[config.mk]
export PLATFORM = sky130hd
export DESIGN_NAME = mod5167_red_arbiter
export DESIGN_NICKNAME = d
export VERILOG_FILES = /design/src/rtl/mod5167_red_arbiter.sv
export SDC_FILE = /design/constraint.sdc
export NUM_CORES = 1
export LEC_CHECK = 0
export ABC_AREA = 0
export BUFFER_PORTS_ARGS = -buffer_cell sky130_fd_sc_hd__buf_4
export CELL_PAD_IN_SITES_DETAIL_PLACEMENT = 1
export CELL_PAD_IN_SITES_GLOBAL_PLACEMENT = 1
export CORE_UTILIZATION = 45
export CTS_CLUSTER_DIAMETER = 30
export DETAILED_ROUTE_END_ITERATION = 16
export PLACE_DENSITY_LB_ADDON = 0.1
export SETUP_SLACK_MARGIN = 0.05
export SYNTH_ARGS = -nofsm -noshare
export SYNTH_HDL_FRONTEND = slang
export SYNTH_SLANG_ARGS = --single-unit
[constraint.sdc]
create_clock -name clk -period 32.3 [get_ports clk]
set_input_delay 6.46 -clock clk [delete_from_list [all_inputs] [get_ports clk]]
set_output_delay 6.46 -clock clk [all_outputs]
set_load 0.01 [all_outputs]
[src/rtl/mod5167_red_arbiter.sv]
// Round-robin arbiter that shares one 3-stage mod-5167 centered-reduction pipeline
// between two burst requesters, with a credit-gated output FIFO so no result is lost.

module mod5167_red_arbiter #(
    parameter int DEPTH = 8,
    parameter int AW    = 3
) (
    input  logic        clk,
    input  logic        Reset_n,
    input  logic        s0_valid,
    output logic        s0_ready,
    input  logic [33:0] s0_data,
    input  logic        s0_last,
    input  logic        s1_valid,
    output logic        s1_ready,
    input  logic [33:0] s1_data,
    input  logic        s1_last,
    output logic        out_valid,
    input  logic        out_ready,
    output logic [12:0] out_data,
    output logic        out_src,
    output logic        out_last,
    output logic        busy
);
    typedef enum logic [1:0] {IDLE, GNT0, GNT1} state_t;

    state_t             state;
    state_t             stateNext;
    logic               rrLast;
    logic               rrLastNext;
    logic               creditOk;
    logic               accept0;
    logic               accept1;
    logic               accept;
    logic               redReset;
    logic signed [33:0] redIn;
    logic signed [33:0] stage1;
    logic signed [33:0] stage2;
    logic signed [33:0] centered;
    logic signed [12:0] redOut;
    logic [2:0]         tagVld;
    logic [2:0]         tagSrc;
    logic [2:0]         tagLast;
    logic [1:0]         inflightCnt;
    logic [AW:0]        fifoCnt;
    logic [AW-1:0]      wrPtr;
    logic [AW-1:0]      rdPtr;
    logic [12:0]        memData [DEPTH];
    logic               memSrc  [DEPTH];
    logic               memLast [DEPTH];
    logic               wrEn;
    logic               rdEn;

    // Credit counts only registered occupancy, so a pop frees its slot one cycle later.
    assign inflightCnt = 2'(tagVld[0]) + 2'(tagVld[1]) + 2'(tagVld[2]);
    assign creditOk    = (int'(inflightCnt) + int'(fifoCnt)) < DEPTH;

    always_ff @(posedge clk) begin
        if (!Reset_n) begin
            state  <= IDLE;
            rrLast <= 1'b1;
        end else begin
            state  <= stateNext;
            rrLast <= rrLastNext;
        end
    end

    always_comb begin
        stateNext  = state;
        rrLastNext = rrLast;
        s0_ready   = 1'b0;
        s1_ready   = 1'b0;
        case (state)
            IDLE: begin
                if (s0_valid && (!s1_valid || rrLast))
                    stateNext = GNT0;
                else if (s1_valid)
                    stateNext = GNT1;
            end
            GNT0: begin
                s0_ready = creditOk;
                if (s0_valid && creditOk && s0_last) begin
                    stateNext  = IDLE;
                    rrLastNext = 1'b0;
                end
            end
            GNT1: begin
                s1_ready = creditOk;
                if (s1_valid && creditOk && s1_last) begin
                    stateNext  = IDLE;
                    rrLastNext = 1'b1;
                end
            end
            default: stateNext = IDLE;
        endcase
    end

    assign accept0 = s0_valid && s0_ready;
    assign accept1 = s1_valid && s1_ready;
    assign accept  = accept0 || accept1;
    assign redIn   = accept0 ? s0_data : (accept1 ? s1_data : 34'd0);

    // Reducer: stage2 holds the truncating remainder in (-5167,5167); one
    // conditional add/subtract folds it into [-2583,2583].
    assign redReset = ~Reset_n;

    always_comb begin
        centered = stage2;
        if (stage2 > 34'sd2583)
            centered = stage2 - 34'sd5167;
        else if (stage2 < -34'sd2583)
            centered = stage2 + 34'sd5167;
    end

    always_ff @(posedge clk) begin
        if (redReset) begin
            stage1 <= '0;
            stage2 <= '0;
            redOut <= '0;
        end else begin
            stage1 <= redIn;
            stage2 <= stage1 % 34'sd5167;
            redOut <= centered[12:0];
        end
    end

    // Tag bit 2 lines up with redOut.
    always_ff @(posedge clk) begin
        if (!Reset_n) begin
            tagVld  <= '0;
            tagSrc  <= '0;
            tagLast <= '0;
        end else begin
            tagVld  <= {tagVld[1:0], accept};
            tagSrc  <= {tagSrc[1:0], accept1};
            tagLast <= {tagLast[1:0], (accept0 && s0_last) || (accept1 && s1_last)};
        end
    end

    assign wrEn = tagVld[2];
    assign rdEn = out_valid && out_ready;

    always_ff @(posedge clk) begin
        if (!Reset_n) begin
            wrPtr   <= '0;
            rdPtr   <= '0;
            fifoCnt <= '0;
            for (int i = 0; i < DEPTH; i++) begin
                memData[i] <= '0;
                memSrc[i]  <= 1'b0;
                memLast[i] <= 1'b0;
            end
        end else begin
            if (wrEn) begin
                memData[wrPtr] <= redOut;
                memSrc[wrPtr]  <= tagSrc[2];
                memLast[wrPtr] <= tagLast[2];
                wrPtr <= (wrPtr == AW'(DEPTH - 1)) ? '0 : wrPtr + 1'b1;
            end
            if (rdEn)
                rdPtr <= (rdPtr == AW'(DEPTH - 1)) ? '0 : rdPtr + 1'b1;
            case ({wrEn, rdEn})
                2'b10:   fifoCnt <= fifoCnt + 1'b1;
                2'b01:   fifoCnt <= fifoCnt - 1'b1;
                default: ;
            endcase
        end
    end

    assign out_valid = (fifoCnt != '0);
    assign out_data  = out_valid ? memData[rdPtr] : '0;
    assign out_src   = out_valid ? memSrc[rdPtr] : 1'b0;
    assign out_last  = out_valid ? memLast[rdPtr] : 1'b0;
    assign busy      = (state != IDLE) || (tagVld != '0) || out_valid;

endmodule

==> metrics <==
hold_buf cts=0; Die W=around 230 µm; Inserted Clock Buffers=54; Rel. slew slack=roughly a quarter; number of buffers and inverters on the critical path=1; worst r2r src=stage1[0]; root buffer selected by CTS=clkbuf_16; final setup TNS=0 ps; gr usage total=around 30%; die height=231 µm; Top-Level Pins=between 90 and 100; max capacitance violation total=0; RSZ-0062 raised after global routing=no; DR vias/cell=approximately 6.4; synthesized cell area=approximately 24000 µm²; cell accounting for the most synthesized area=edfxtp_1; Initial Util=~46%; Crit Path Class=reg2reg; CP max-delay cell=a21oi_1; row count=between 80 and 90; EDFF count, synth=roughly 100; top cells by area, synth=edfxtp_1 (13%), dfxtp_1 (10%), and2_1 (5.0%), xnor2_1 (5.0%), nand2_1 (3.7%); clk slew on worst S/H paths=around 50 ps; FF+latch count, synth=226; Final Cycle Share=approximately 93%; clk_skew=67.5 ps; hpwl dp=a little under 60000 µm; vias in the first global route=approximately 23000; final hold vios=0; Worst Hold End=tagLast[2]; Yosys top cell area share=between 10% and 20%; Avg WL per Cell=~23 µm; grt total ovfl=0; f_max=about 33 MHz; DR pass1 iterations=5; Antenna Nets Post-Route=0; CTS tree=yes; Top FF cell, synth=dfxtp_1; critical path's largest stage delay=between 900 and 1000 ps; DRT iter0 DRCs=roughly 1300; crit start category=flop; Reg2Reg Depth=just over 80; min cycle time layout=30010 ps; Worst EP required=between 30000 and 40000 ps; DRC errors left=0; PortBufs=slightly above 90; worst-margin pin slew=between 1000 and 1500 ps; antenna violations before repair=0; syn_area_per_cell=~8.6 µm²; Core Region=approximately 52000 µm²; Synth cell types=170; Crit Path Max Fanout=21; layout cells sized above 1=between 10% and 20%; largest net degree at the start of global routing=between 90 and 100; CP Depth=83; Final Wtd Congestion=around 0.90; total number of vias=22600; CP delay by family, top=compound AO/OA/AOI/OAI gates; Arrival @ worst endpoint=between 30000 and 40000 ps; HP Start=tagLast[1]; asr flop ratio synth=0%; setup slack, reg-to-reg=~2300 ps; Bufs on Longest Clock Path=3; global-route wire length before repair=about 130000 µm; register area share after synthesis=23.6%; clk_lat worst skew=640 ps; Nets=a little under 3000; syn_nets=between 2000 and 3000; Ys Warns=0; drt total wl=80000 µm; Sink Count=~230; outcome=complete, no violations; Crit. End Element=flop; Hold Path Depth=1; die area=53200 µm²; H-tree depth=2; area grow syn2layout=12.8%; Hold Crit Class=reg2reg; reg-to-reg endpoint=stage2[20]; Max Slew Vio Count=0; fill count=6027; Final setup violation count=0; Most common cell on crit path=xnor2_1; Post-Syn Instances=roughly 2700
[registers in the layout, summed over array words and instances, names as in the netlist, named ones only]
register and cells:
rdPtr 3, redOut 13, fifoCnt 4, tagSrc 3, tagLast 3, wrPtr 3, stage1 34, state 2
memSrc 8, memData 104, memLast 8, tagVld 3, stage2 34, rrLast 1
[stage by stage]
step / utilization (%) / hold slack (ps) / setup WS [ps] / cell area, µm² / cells
detailed placement: 47.7 / 428 / 2470 / 24600 / 3418
global placement: 47.7 / 420 / 3560 / 24600 / 3418
floorplan: - / 412 / 9090 / 23500 / 2743
global route: 51.5 / 442 / 146 / 26500 / 3520
finish: 51.5 / 433 / 2290 / 26500 / 3521
CTS: 51.5 / 439 / 2260 / 26500 / 3520
[per-layer routing]
metal | vias up | track usage (%) | routed length, µm
met5 | - | 0 | 0
met4 | 0 | 10.2 | 2360
met3 | 141 | 2.92 | 2600
met2 | 510 | 53.6 | 40900
met1 | 11300 | 36.1 | 34100
li1 | 10600 | - | -
[worst reg2reg max path, delay by kind of cell, from the launching register on]
| kind | cells | cell delay (ps) |
|---|---|---|
| flip-flops | 1 | 430 |
| AND/OR/NAND/NOR | 25 | 6680 |
| buffers and inverters | 1 | 250 |
| adder cells (fa/ha/maj) | 2 | 510 |
| multiplexers | 3 | 1760 |
| AO/OA/AOI/OAI | 44 | 16040 |
| XOR/XNOR | 8 | 4240 |
[cell usage after synthesis, types with 30 or more instances]
cell,count
nor2_1,194
o21ai_1,31
mux4_2,30
o31ai_1,38
a22o_1,40
a21oi_1,127
o211ai_1,33
inv_1,52
nand2b_1,36
edfxtp_1,104
xor2_1,64
o21ai_0,108
and2_1,188
a31oi_1,42
nand2_1,234
xnor2_1,134
nand3_1,61
dfxtp_1,122
mux2i_1,47
clkbuf_1,52
nor3_1,87
or3_1,33
[repair_timing]
| action | 4_1_cts | 5_1_grt |
|---|---|---|
| resized for setup | 0 | 2 |
| buffers inserted | 0 | 0 |
| setup endpoints to repair | 0 | 26 |
[cells in the final DEF, fill, tap and decap left out, drive strengths merged, types with 20 or more instances in the layout]
cell	netlist	final
dfxtp	122	122
nand4	22	22
or4	22	22
or3	35	35
a21oi	145	145
clkinv	2	25
nand2	238	238
nand2b	37	37
nor2b	22	22
edfxtp	104	104
inv	53	54
o31ai	47	47
o211ai	41	41
nor2	205	205
a31oi	48	48
xnor2	146	146
o22ai	20	20
nand3	63	63
o21a	31	31
o21ai	152	152
nor3	102	102
clkbuf	53	65
and2	191	191
mux4	30	30
xor2	73	73
nor4	35	35
a21boi	35	35
a22o	41	41
a211oi	43	43
or2	33	33
a21o	27	27
buf	61	110
mux2i	52	52
and3	31	31
[final cells by class]
type | count | area, µm² | share of cell area, %
antenna | 1 | 2.50 | 0.00943
sequential | 226 | 5570 | 21.0
clock inverter | 37 | 510 | 1.92
inverter | 56 | 225 | 0.848
multi-input combinational | 2346 | 17100 | 64.5
tap | 680 | 851 | 3.20
clock buffer | 65 | 1450 | 5.47
timing repair buffer | 110 | 826 | 3.11
[logic make-up after synthesis]
kind of cell    after synthesis  synth area share (%)
simple gates               1105                  25.9
compound gates              891                  30.2
flops                       226                  23.6
xor+xnor                    219                  8.87
buf+inv                     171                  3.80
mux                          97                  5.92
fa+ha+maj                    34                  1.72
[worst max path at each step]
stage,slack (ps),start,end
CTS,2260,stage1[0],stage2[20]
global route,150,stage1[33],stage2[18]
global placement,3560,stage1[0],stage2[24]
finish,2290,stage1[0],stage2[20]
floorplan,9090,stage1[3],stage2[14]
detailed placement,2470,stage1[0],stage2[22]
Power is not shown: default switching activity piles up to over one toggle a cycle in this logic, so the estimate is an artifact.
